[src/rtl/gate_bank_sequencer.sv]
// rtl/gate_bank_sequencer.sv - truth-table self-test sequencer for the eight-gate logic bank
// Walks the four (a,b) vectors, settles, samples GATE_OUT and accumulates a sticky per-gate fail mask.
module gate_bank_sequencer #(
  parameter int unsigned SETTLE_CYCLES = 2
) (
  input  logic        CLK,
  input  logic        RST,
  input  logic        START,
  input  logic [7:0]  GATE_OUT,
  output logic [14:0] GATE_IN,
  output logic [1:0]  VEC_IDX,
  output logic        BUSY,
  output logic        DONE,
  output logic        PASS,
  output logic [7:0]  FAIL_MASK
);

  typedef enum logic [2:0] {
    S_IDLE,
    S_APPLY,
    S_SETTLE,
    S_CHECK,
    S_FINISH
  } state_t;

  localparam logic [7:0] SETTLE_LOAD = 8'(SETTLE_CYCLES);

  state_t      state_q, state_d;
  logic [14:0] gate_in_q, gate_in_d;
  logic [1:0]  vec_q, vec_d;
  logic [7:0]  cnt_q, cnt_d;
  logic [7:0]  fail_q, fail_d;
  logic        pass_q, pass_d;

  logic [7:0]  expect_out;
  logic [7:0]  care;
  logic [7:0]  mismatch;

  // I1 pins, NOT input and TRI data carry a; I2 pins and TRI enable carry b.
  function automatic logic [14:0] drive_for(input logic [1:0] k);
    logic a;
    logic b;
    a = k[0];
    b = k[1];
    return {b, a, b, a, b, a, b, a, b, a, a, b, a, b, a};
  endfunction

  always_comb begin
    expect_out = {vec_q[0], ~(vec_q[0] ^ vec_q[1]), vec_q[0] ^ vec_q[1],
                  ~(vec_q[0] | vec_q[1]), ~(vec_q[0] & vec_q[1]), ~vec_q[0],
                  vec_q[0] | vec_q[1], vec_q[0] & vec_q[1]};
    // The TRI output floats while its enable (b) is low, so it cannot be judged then.
    care = vec_q[1] ? 8'hFF : 8'h7F;
  end

  always_comb begin
    mismatch = '0;
    for (int i = 0; i < 8; i++) begin
      mismatch[i] = care[i] & (GATE_OUT[i] !== expect_out[i]);
    end
  end

  always_comb begin
    state_d   = state_q;
    gate_in_d = gate_in_q;
    vec_d     = vec_q;
    cnt_d     = cnt_q;
    fail_d    = fail_q;
    pass_d    = pass_q;
    case (state_q)
      S_IDLE: begin
        gate_in_d = '0;
        if (START) begin
          state_d   = S_APPLY;
          vec_d     = 2'd0;
          fail_d    = '0;
          pass_d    = 1'b0;
          gate_in_d = drive_for(2'd0);
        end
      end
      S_APPLY: begin
        cnt_d   = SETTLE_LOAD;
        state_d = S_SETTLE;
      end
      S_SETTLE: begin
        cnt_d = cnt_q - 8'd1;
        if (cnt_q == 8'd1) begin
          state_d = S_CHECK;
        end
      end
      S_CHECK: begin
        fail_d = fail_q | mismatch;
        if (vec_q == 2'd3) begin
          state_d = S_FINISH;
        end else begin
          vec_d     = vec_q + 2'd1;
          gate_in_d = drive_for(vec_q + 2'd1);
          state_d   = S_APPLY;
        end
      end
      S_FINISH: begin
        pass_d    = (fail_q == 8'h00);
        gate_in_d = '0;
        state_d   = S_IDLE;
      end
      default: begin
        state_d = S_IDLE;
      end
    endcase
  end

  always_ff @(posedge CLK) begin
    if (RST) begin
      state_q   <= S_IDLE;
      gate_in_q <= '0;
      vec_q     <= 2'd0;
      cnt_q     <= 8'd0;
      fail_q    <= 8'd0;
      pass_q    <= 1'b0;
    end else begin
      state_q   <= state_d;
      gate_in_q <= gate_in_d;
      vec_q     <= vec_d;
      cnt_q     <= cnt_d;
      fail_q    <= fail_d;
      pass_q    <= pass_d;
    end
  end

  assign GATE_IN   = gate_in_q;
  assign VEC_IDX   = vec_q;
  assign BUSY      = (state_q != S_IDLE);
  assign DONE      = (state_q == S_FINISH);
  assign PASS      = pass_q;
  assign FAIL_MASK = fail_q;

endmodule

[config.mk]
export PLATFORM = sky130hd
export DESIGN_NAME = gate_bank_sequencer
export DESIGN_NICKNAME = d
export VERILOG_FILES = /design/src/rtl/gate_bank_sequencer.sv
export SDC_FILE = /design/constraint.sdc
export NUM_CORES = 1
export LEC_CHECK = 0
export CAP_MARGIN = 10
export CORE_MARGIN = 3
export CORE_UTILIZATION = 30
export CTS_BUF_LIST = sky130_fd_sc_hd__clkbuf_8
export DETAILED_ROUTE_END_ITERATION = 6
export PLACE_DENSITY_LB_ADDON = 0.2
export SYNTH_ARGS = -nofsm -noshare
export SYNTH_HDL_FRONTEND = slang
export SYNTH_SLANG_ARGS = --single-unit
[constraint.sdc]
create_clock -name CLK -period 1.84 [get_ports CLK]
set_input_delay 0.368 -clock CLK [delete_from_list [all_inputs] [get_ports CLK]]
set_output_delay 0.368 -clock CLK [all_outputs]
set_load 0.02 [all_outputs]
==> results.json, run 1 <==
{
  "outcome": "finished, final reports clean",
  "clock_latency_ns": 0.26,
  "synth_top_area_cell": "dfxtp_1",
  "r2r_setup_slack_ns": 0.34,
  "power_leakage_nw": 0.7086,
  "critPathRequiredTime_ns": 1.47,
  "ff2ff_path_depth": 5,
  "cts_made_buffers": 3,
  "first_global_vias": 1204,
  "min_period_ns": 1.760,
  "cp-end-kind": "output pin",
  "vdd_drop_max_v": 0.0005342,
  "syn-instance-count": 157,
  "drive_above_1_share_pct": 10.50,
  "critPathArrivalTime_ns": 1.39,
  "hold_viol_final": 0,
  "hold_depth": 1,
  "power_frac_clock_pct": 22.7,
  "cts_tree": "yes",
  "via_count": 1225,
  "synth-edff-count": 0,
  "max_stage_delay_ns": 0.66,
  "power.internal_w": 0.001301,
  "gp_congestion": 0.7798,
  "cts.htree.levels": 1,
  "yosysWarnings": 0,
  "power-per-cell-area_nw_per_um2": 1106,
  "worst_slack_ns": 0.08035,
  "rows": 24,
  "tightest_slew_ns": 0.6626,
  "skew_ns": 0.0005958,
  "chipHeight_um": 75.02,
  "antenna_found_initial": 0,
  "cap_violations": 0,
  "vias_per_cell": 5.258,
  "async_reset_ff_share_pct": 0,
  "grt_pass1_wl_um": 5664,
  "grt_overflow": 0,
  "clkSinkCount": 24,
  "wl_um": 3453,
  "clk_path_buf_depth": 2,
  "fillers": 420,
  "cp_slowest_cell": "clkdlybuf4s50_1",
  "drtIter0Drc": 49,
  "area_growth_pct": 30.56,
  "dp_hpwl_um": 2495,
  "dp_worst_setup_slack_ns": 0.03352,
  "syn-mean-instance-area_um2": 9.101,
  "crit_chain": "clkdlybuf4s50_1",
  "p_sw_share_pct": 36.96,
  "synth_area_um2": 1429,
  "path_buf_inv": 1,
  "seqPwrFrac_pct": 35.9,
  "layout.nets": 197,
  "floorplan.die_area_um2": 5627,
  "cts.clk_slew.worst_paths_ns": 0.09,
  "cp.depth": 1,
  "port_buffers": 38,
  "grt_use_total_pct": 12.84,
  "cp_max_fo": 10,
  "synth.most_common_cell": "dfxtp_1",
  "ff_latch_area_um2": 481.7,
  "setup_viol": 0,
  "startpoint_type": "flop",
  "synth_area_leaders": "dfxtp_1 34%, buf_4 7.4%, a22o_1 4.3%, ha_1 3.5%, a21oi_1 3.2%",
  "combPwrFrac_pct": 41.4,
  "grt_max_degree": 22,
  "yosys_register_bits": 24,
  "p_sw_w": 0.0007627,
  "io_pins": 39,
  "maxSlewViolCount": 0,
  "core_area_um2": 4474,
  "relSlewSlack_pct": 55.83,
  "hold_path_class": "flop to flop",
  "crit_family": "buffers and inverters",
  "start_util_pct": 31.94,
  "multi_input_area_um2": 789.5,
  "drc": 0,
  "synth.cells.most_frequent": "24 x dfxtp_1, 14 x buf_4, 9 x a21oi_1",
  "seq_area_frac_synth_pct": 33.63,
  "ys_types": 44,
  "drtAntennaViolNets": 0,
  "fin_setup_tns_ns": 0,
  "dieWidth_um": 75.02,
  "cts-root-buf": "clkbuf_8",
  "fin_crit_sh_pct": 95.63,
  "rsz0062_at_grt": "no",
  "post_drt_wl_per_cell_um": 14.82,
  "dr.pass1.iters": 4,
  "antenna_cells": 0,
  "synth_ff_type": "dfxtp_1",
  "synth_top_area_share_pct": 33.63,
  "fmax_mhz": 568.3,
  "path_class": "flop to output pin",
  "syn_nets": 172
}
[logic make-up after synthesis]
group,share of synthesized area (%)
adder cells (fa/ha/maj),3.503
multiplexers,0.7006
flip-flops,33.63
buffers and inverters,11.82
AND/OR/NAND/NOR,24.87
AO/OA/AOI/OAI,19.97
XOR/XNOR,5.516
[final timing paths]
kind                        startpoint                         to
max           GATE_IN[13]$_SDFFE_PP0P_                GATE_IN[11]
max reg2reg    VEC_IDX[0]$_SDFFE_PP0P_   GATE_IN[12]$_SDFFE_PP0P_
min reg2reg  FAIL_MASK[7]$_SDFFE_PP0P_  FAIL_MASK[7]$_SDFFE_PP0P_
min          FAIL_MASK[7]$_SDFFE_PP0P_  FAIL_MASK[7]$_SDFFE_PP0P_
[routing by layer]
layer	GRT usage, %	share of wire [%]	vias to the layer above
met5	0	0	-
met4	3.557	0.70	0
met3	2.003	3.4	2
met2	21.18	48	25
met1	17.37	47	589
li1	-	-	609
[cells in the final DEF (no fill, tap or decap), types with 2 or more instances in the layout]
cell,n
a21oi_1,9
a22o_1,7
and2_2,3
buf_4,3
clkbuf_8,3
clkdlybuf4s50_1,33
dfxtp_1,23
dlygate4sd2_1,2
dlymetal6s2s_1,3
ha_1,4
inv_1,8
nand2_1,7
nand2b_1,2
nand3_1,5
nand3b_1,2
nand4b_1,3
nor2_1,3
nor2b_1,3
nor3_1,3
nor4_1,3
nor4b_1,2
nor4bb_1,2
o211ai_1,5
o21ai_0,7
o2bb2ai_1,2
or3b_1,2
xnor2_1,5
xor2_1,4
[what timing repair did]
action,CTS,global route
buffers inserted,0,0
gates resized for setup,5,3
hold buffers,0,0
hold endpoints to repair,0,0
setup endpoints to repair,3,8
[registers in the layout, summed over array words and instances, names as in the netlist]
name / flops
PASS: 1
FAIL_MASK: 8
GATE_IN: 2
cnt_q: 8
state_q: 3
VEC_IDX: 2
[power by group through the flow]
stage | registers, W | clock network, W | logic [W]
after global routing | 0.000761 | 0.000497 | 0.000947
final | 0.000740 | 0.000469 | 0.000854
after global placement | 0.000737 | 0 | 0.000838
after detailed placement | 0.000743 | 0 | 0.000858
after CTS | 0.000739 | 0.000472 | 0.000854
after floorplan | 0.000723 | 0 | 0.000638
[cell type report]
cell class,instances,area share [%]
multi-input cells,103,42.32
repair buffers,42,22.94
flip-flops and latches,24,25.82
clock buffers,3,2.213
inverters,8,1.610
clock inverters,1,1.610
well taps,52,3.488
[metrics by stage]
stage	cells	power (W)	utilization, %	instance area (um^2)	hold slack [ns]
2_1_floorplan	157	0.001361	-	1429	0.4786
3_3_place_gp	229	0.001576	39.74	1778	0.4843
3_5_place_dp	229	0.001601	39.74	1778	0.4901
4_1_cts	233	0.002065	41.53	1858	0.5111
5_1_grt	233	0.002205	41.69	1866	0.5390
6_report	233	0.002064	41.69	1866	0.5089
(Power assumes the default switching activity.)
==> inputs of run 2 (changes only) <==
--- a/config.mk
+++ b/config.mk
@@ -6,11 +6,13 @@
 export NUM_CORES = 1
 export LEC_CHECK = 0
 export CAP_MARGIN = 10
+export CORE_ASPECT_RATIO = 0.7
 export CORE_MARGIN = 3
 export CORE_UTILIZATION = 30
 export CTS_BUF_LIST = sky130_fd_sc_hd__clkbuf_8
 export DETAILED_ROUTE_END_ITERATION = 6
 export PLACE_DENSITY_LB_ADDON = 0.2
+export RECOVER_POWER = 50
 export SYNTH_ARGS = -nofsm -noshare
 export SYNTH_HDL_FRONTEND = slang
 export SYNTH_SLANG_ARGS = --single-unit
==> results.json, run 2 (synthesis gave the netlist of run 1 again) <==
{
  "cap_violations": 0,
  "antenna_cells": 0,
  "rsz0062_at_grt": "no",
  "clock_latency_ns": 0.27,
  "cp-end-kind": "output pin",
  "cts.htree.levels": 1,
  "wl_um": 3706,
  "maxSlewViolCount": 0,
  "power.internal_w": 0.001192,
  "fillers": 445,
  "setup_viol": 0,
  "drtIter0Drc": 80,
  "max_stage_delay_ns": 0.66,
  "fmax_mhz": 568.4,
  "via_count": 1239,
  "layout_commonest_cell": "clkdlybuf4s50_1",
  "chipHeight_um": 63.74,
  "dr.pass1.iters": 4,
  "p_sw_w": 0.0007594,
  "hold_viol_final": 0,
  "dp_hpwl_um": 2801,
  "layout.nets": 201,
  "fin_setup_tns_ns": 0,
  "seqPwrFrac_pct": 37.1,
  "antenna_found_initial": 0,
  "clkSinkCount": 24,
  "cts-root-buf": "clkbuf_8",
  "post_drt_wl_per_cell_um": 15.44,
  "cp_slowest_cell": "clkdlybuf4s50_1",
  "drtAntennaViolNets": 0,
  "combPwrFrac_pct": 44.0,
  "cts.hold.buffers_added": 0,
  "outcome": "finished, final reports clean",
  "grt_use_total_pct": 13.81,
  "vias_per_cell": 5.163,
  "grt_pass1_wl_um": 5968,
  "skew_ns": 0.005062,
  "power-per-cell-area_nw_per_um2": 1058,
  "cts.clk_slew.worst_paths_ns": 0.09,
  "critPathRequiredTime_ns": 1.47,
  "grt_overflow": 0,
  "relSlewSlack_pct": 54.04,
  "cp_max_fo": 10,
  "most-common-layout-cells": "30 x clkdlybuf4s50_1, 23 x dfxtp_1, 9 x a21oi_1",
  "path_buf_inv": 1,
  "core_area_um2": 4454,
  "finalInstanceArea_um2": 1844,
  "floorplan.die_area_um2": 5640,
  "crit_family": "buffers and inverters",
  "vdd_drop_max_v": 0.0005044,
  "area_growth_pct": 29.07,
  "grt_max_degree": 22,
  "power_frac_clock_pct": 18.8,
  "first_global_vias": 1172,
  "power_leakage_nw": 0.7427,
  "drc": 0,
  "path_class": "flop to output pin",
  "rows": 20,
  "dieWidth_um": 88.49,
  "startpoint_type": "flop",
  "placement.cell_area_um2": 1799,
  "min_period_ns": 1.759,
  "gp_congestion": 0.8038,
  "cts_tree": "yes",
  "port_buffers": 38,
  "drive_above_1_share_pct": 11.35,
  "crit_chain": "clkdlybuf4s50_1",
  "hold_path_class": "flop to flop",
  "io_pins": 39,
  "fin_crit_sh_pct": 95.61,
  "r2r_setup_slack_ns": 0.28,
  "start_util_pct": 32.08,
  "cts_made_buffers": 3,
  "p_sw_share_pct": 38.91,
  "critPathArrivalTime_ns": 1.39,
  "cts_setup_buffers": 0,
  "tightest_slew_ns": 0.6895,
  "clk_path_buf_depth": 2
}
run 2: cell types whose count changed in the layout (fill, tap and decap cells not counted), sizes merged:
cell	delta
buf	+3
clkdlybuf4s50	-3
clkbuf	+2
dlygate4sd3	+2
dlymetal6s2s	+2
bufinv	-1
dlygate4sd2	-1
run 2: repair_timing:
item	in CTS	in global routing
gates resized for setup	2	7
endpoints found under the hold margin	0	0
setup endpoints to repair	2	12
pin swaps	0	0
run 2: worst paths after layout:
path                             start                        end  cells after the start
max           GATE_IN[13]$_SDFFE_PP0P_                GATE_IN[13]                      1
min          FAIL_MASK[0]$_SDFFE_PP0P_  FAIL_MASK[0]$_SDFFE_PP0P_                      1
max reg2reg    state_q[1]$_SDFFE_PP0P_      cnt_q[7]$_SDFFE_PP0P_                      4
min reg2reg  FAIL_MASK[0]$_SDFFE_PP0P_  FAIL_MASK[0]$_SDFFE_PP0P_                      1
run 2: cell type report:
cell class	instances	area, um^2	area share [%]
Clock buffer	4	55.05	2.985
Inverter	8	30.03	1.628
Multi-Input combinational cell	103	760.7	41.25
Sequential cell	24	481.7	26.12
Tap cell	55	68.82	3.731
Timing Repair Buffer	46	447.9	24.29
run 2: metrics by stage:
step	hold WS, ns	power [W]	instances	setup slack [ns]	utilization (%)
2_1_floorplan	0.4786	0.001361	157	0.3177	-
3_3_place_gp	0.4902	0.001598	236	0.05447	40.39
3_5_place_dp	0.5054	0.001620	236	-0.01423	40.39
4_1_cts	0.5256	0.001997	240	0.004268	41.71
5_1_grt	0.5478	0.002088	240	0.002531	41.40
6_report	0.5191	0.001952	240	0.08077	41.40
run 2: power groups by stage:
stage               Sequential, W  Combinational (W)  Clock, W
global route             0.000743           0.000949  0.000396
global placement         0.000733           0.000865         0
finish                   0.000725           0.000859  0.000367
detailed placement       0.000739           0.000881         0
CTS                      0.000729           0.000893  0.000375
floorplan                0.000723           0.000638         0
run 2: per-layer routing:
layer / vias to the layer above / global-route usage [%] / wire, um
li1: 616 / - / -
met1: 598 / 21.45 / 2052
met2: 23 / 19.50 / 1516
met3: 2 / 3.093 / 109
met4: 0 / 2.264 / 28
met5: - / 0 / 0
==> inputs of run 3 (changes only) <==
--- a/config.mk
+++ b/config.mk
@@ -11,8 +11,9 @@
 export CORE_UTILIZATION = 30
 export CTS_BUF_LIST = sky130_fd_sc_hd__clkbuf_8
 export DETAILED_ROUTE_END_ITERATION = 6
-export PLACE_DENSITY_LB_ADDON = 0.2
+export PLACE_DENSITY_LB_ADDON = 0.12
 export RECOVER_POWER = 50
+export REMOVE_ABC_BUFFERS = 1
 export SYNTH_ARGS = -nofsm -noshare
 export SYNTH_HDL_FRONTEND = slang
 export SYNTH_SLANG_ARGS = --single-unit
==> results.json, run 3 (synthesis gave the netlist of run 1 again) <==
{
  "via_count": 1207,
  "gp_congestion": 0.7502,
  "dr.pass1.iters": 4,
  "fin_setup_tns_ns": 0,
  "skew_ns": 0.004365,
  "startpoint_type": "flop",
  "hold_viol_final": 0,
  "cp_slowest_cell": "clkdlybuf4s50_1",
  "tightest_slew_ns": 0.7144,
  "power_leakage_nw": 0.7468,
  "path_buf_inv": 1,
  "r2r-start": "state_q[0]$_SDFFE_PP0P_",
  "core_area_um2": 4454,
  "min_period_ns": 1.758,
  "cp-end-kind": "output pin",
  "antenna_found_initial": 0,
  "ff2ff_path_depth": 4,
  "path_class": "flop to output pin",
  "cts.htree.levels": 1,
  "hold_depth": 1,
  "r2r_setup_slack_ns": 0.28,
  "worstHoldEndpoint": "FAIL_MASK[7]$_SDFFE_PP0P_",
  "layout.nets": 198,
  "post_drt_wl_per_cell_um": 13.86,
  "cts.clk_slew.worst_paths_ns": 0.08,
  "grt_max_degree": 22,
  "grt_use_total_pct": 12.52,
  "grt_pass1_wl_um": 5727,
  "finalInstanceArea_um2": 1834,
  "fin_crit_sh_pct": 95.53,
  "outcome": "finished, final reports clean",
  "rows": 20,
  "power_w": 0.001860,
  "critPathArrivalTime_ns": 1.39,
  "clock_latency_ns": 0.26,
  "drtAntennaViolNets": 0,
  "placement.cell_area_um2": 1789,
  "first_global_vias": 1149,
  "crit_family": "buffers and inverters",
  "fmax_mhz": 568.9,
  "cp_max_fo": 9,
  "antenna_cells": 0,
  "power-per-cell-area_nw_per_um2": 1014,
  "dp_hpwl_um": 2350,
  "cts.hold.buffers_added": 0,
  "crit_chain": "clkdlybuf4s50_1",
  "final_cells": 236,
  "dieWidth_um": 88.49,
  "hold_path_class": "flop to flop",
  "drc": 0,
  "grt_overflow": 0,
  "clk_path_buf_depth": 2,
  "cts_made_buffers": 3,
  "worst_slack_ns": 0.08220,
  "rsz0062_at_grt": "no",
  "most-common-layout-cells": "28 x clkdlybuf4s50_1, 23 x dfxtp_1, 9 x a21oi_1",
  "layout_commonest_cell": "clkdlybuf4s50_1",
  "io_pins": 39,
  "max_stage_delay_ns": 0.66,
  "wl_um": 3272,
  "port_buffers": 38,
  "placed_cells": 233,
  "clkSinkCount": 24,
  "area_growth_pct": 28.37,
  "cts_tree": "yes",
  "cts-root-buf": "clkbuf_8",
  "start_util_pct": 32.08,
  "critPathRequiredTime_ns": 1.47,
  "min_from": "FAIL_MASK[7]$_SDFFE_PP0P_",
  "cap_violations": 0,
  "dp_worst_setup_slack_ns": -0.004135,
  "vias_per_cell": 5.114,
  "drive_above_1_share_pct": 8.840,
  "relSlewSlack_pct": 52.38,
  "drtIter0Drc": 77,
  "r2r_end": "FAIL_MASK[7]$_SDFFE_PP0P_",
  "vdd_drop_max_v": 0.0002963,
  "chipHeight_um": 63.74,
  "floorplan.die_area_um2": 5640,
  "maxSlewViolCount": 0,
  "setup_viol": 0
}
-- run 3: power by group --
group	leakage, nW	internal [W]	switching, W
Sequential	0.195	0.000606	0.000121
Combinational	0.530	0.000388	0.000432
Clock	0.0216	0.000146	0.000166
-- run 3: worst max path at each step --
stage | start | end | slack (ns) | depth (start not counted)
CTS | VEC_IDX[0]$_SDFFE_PP0P_ | VEC_IDX[0] | 0.003 | 1
global placement | RST | FAIL_MASK[5]$_SDFFE_PP0P_ | 0.05 | 4
floorplan | GATE_IN[13]$_SDFFE_PP0P_ | GATE_IN[13]$_SDFFE_PP0P_ | 0.02 | 3
finish | GATE_IN[12]$_SDFFE_PP0P_ | GATE_IN[1] | 0.08 | 1
detailed placement | RST | FAIL_MASK[0]$_SDFFE_PP0P_ | -0.004 | 4
global route | GATE_IN[13]$_SDFFE_PP0P_ | GATE_IN[9] | 0.008 | 1
-- run 3: what timing repair did --
action,CTS,global route
resized for setup,2,7
setup buffers,0,0
cloned,0,0
pin swaps,0,0
endpoints found under the setup margin,2,11
-- run 3: metal layers --
layer	up-vias	track usage (%)	share of wire [%]
met5	-	0	0
met4	0	1.132	0.12
li1	613	-	-
met2	28	17.82	42
met3	2	3.866	4.8
met1	564	19.06	53
-- run 3: area by class of cell --
cell class,instances,area (um^2)
fill,441,2620
multi-input combinational,103,773.2
sequential,24,481.7
timing repair buffer,43,439.2
tap,55,68.82
clock buffer,3,41.29
inverter,8,30.03
-- run 3: through the flow --
stage               hold slack [ns]  util (%)
finish                       0.5088     41.18
detailed placement           0.4992     40.17
floorplan                    0.4369         -
CTS                          0.5190     41.18
global route                 0.5394     41.18
global placement             0.4871     40.17
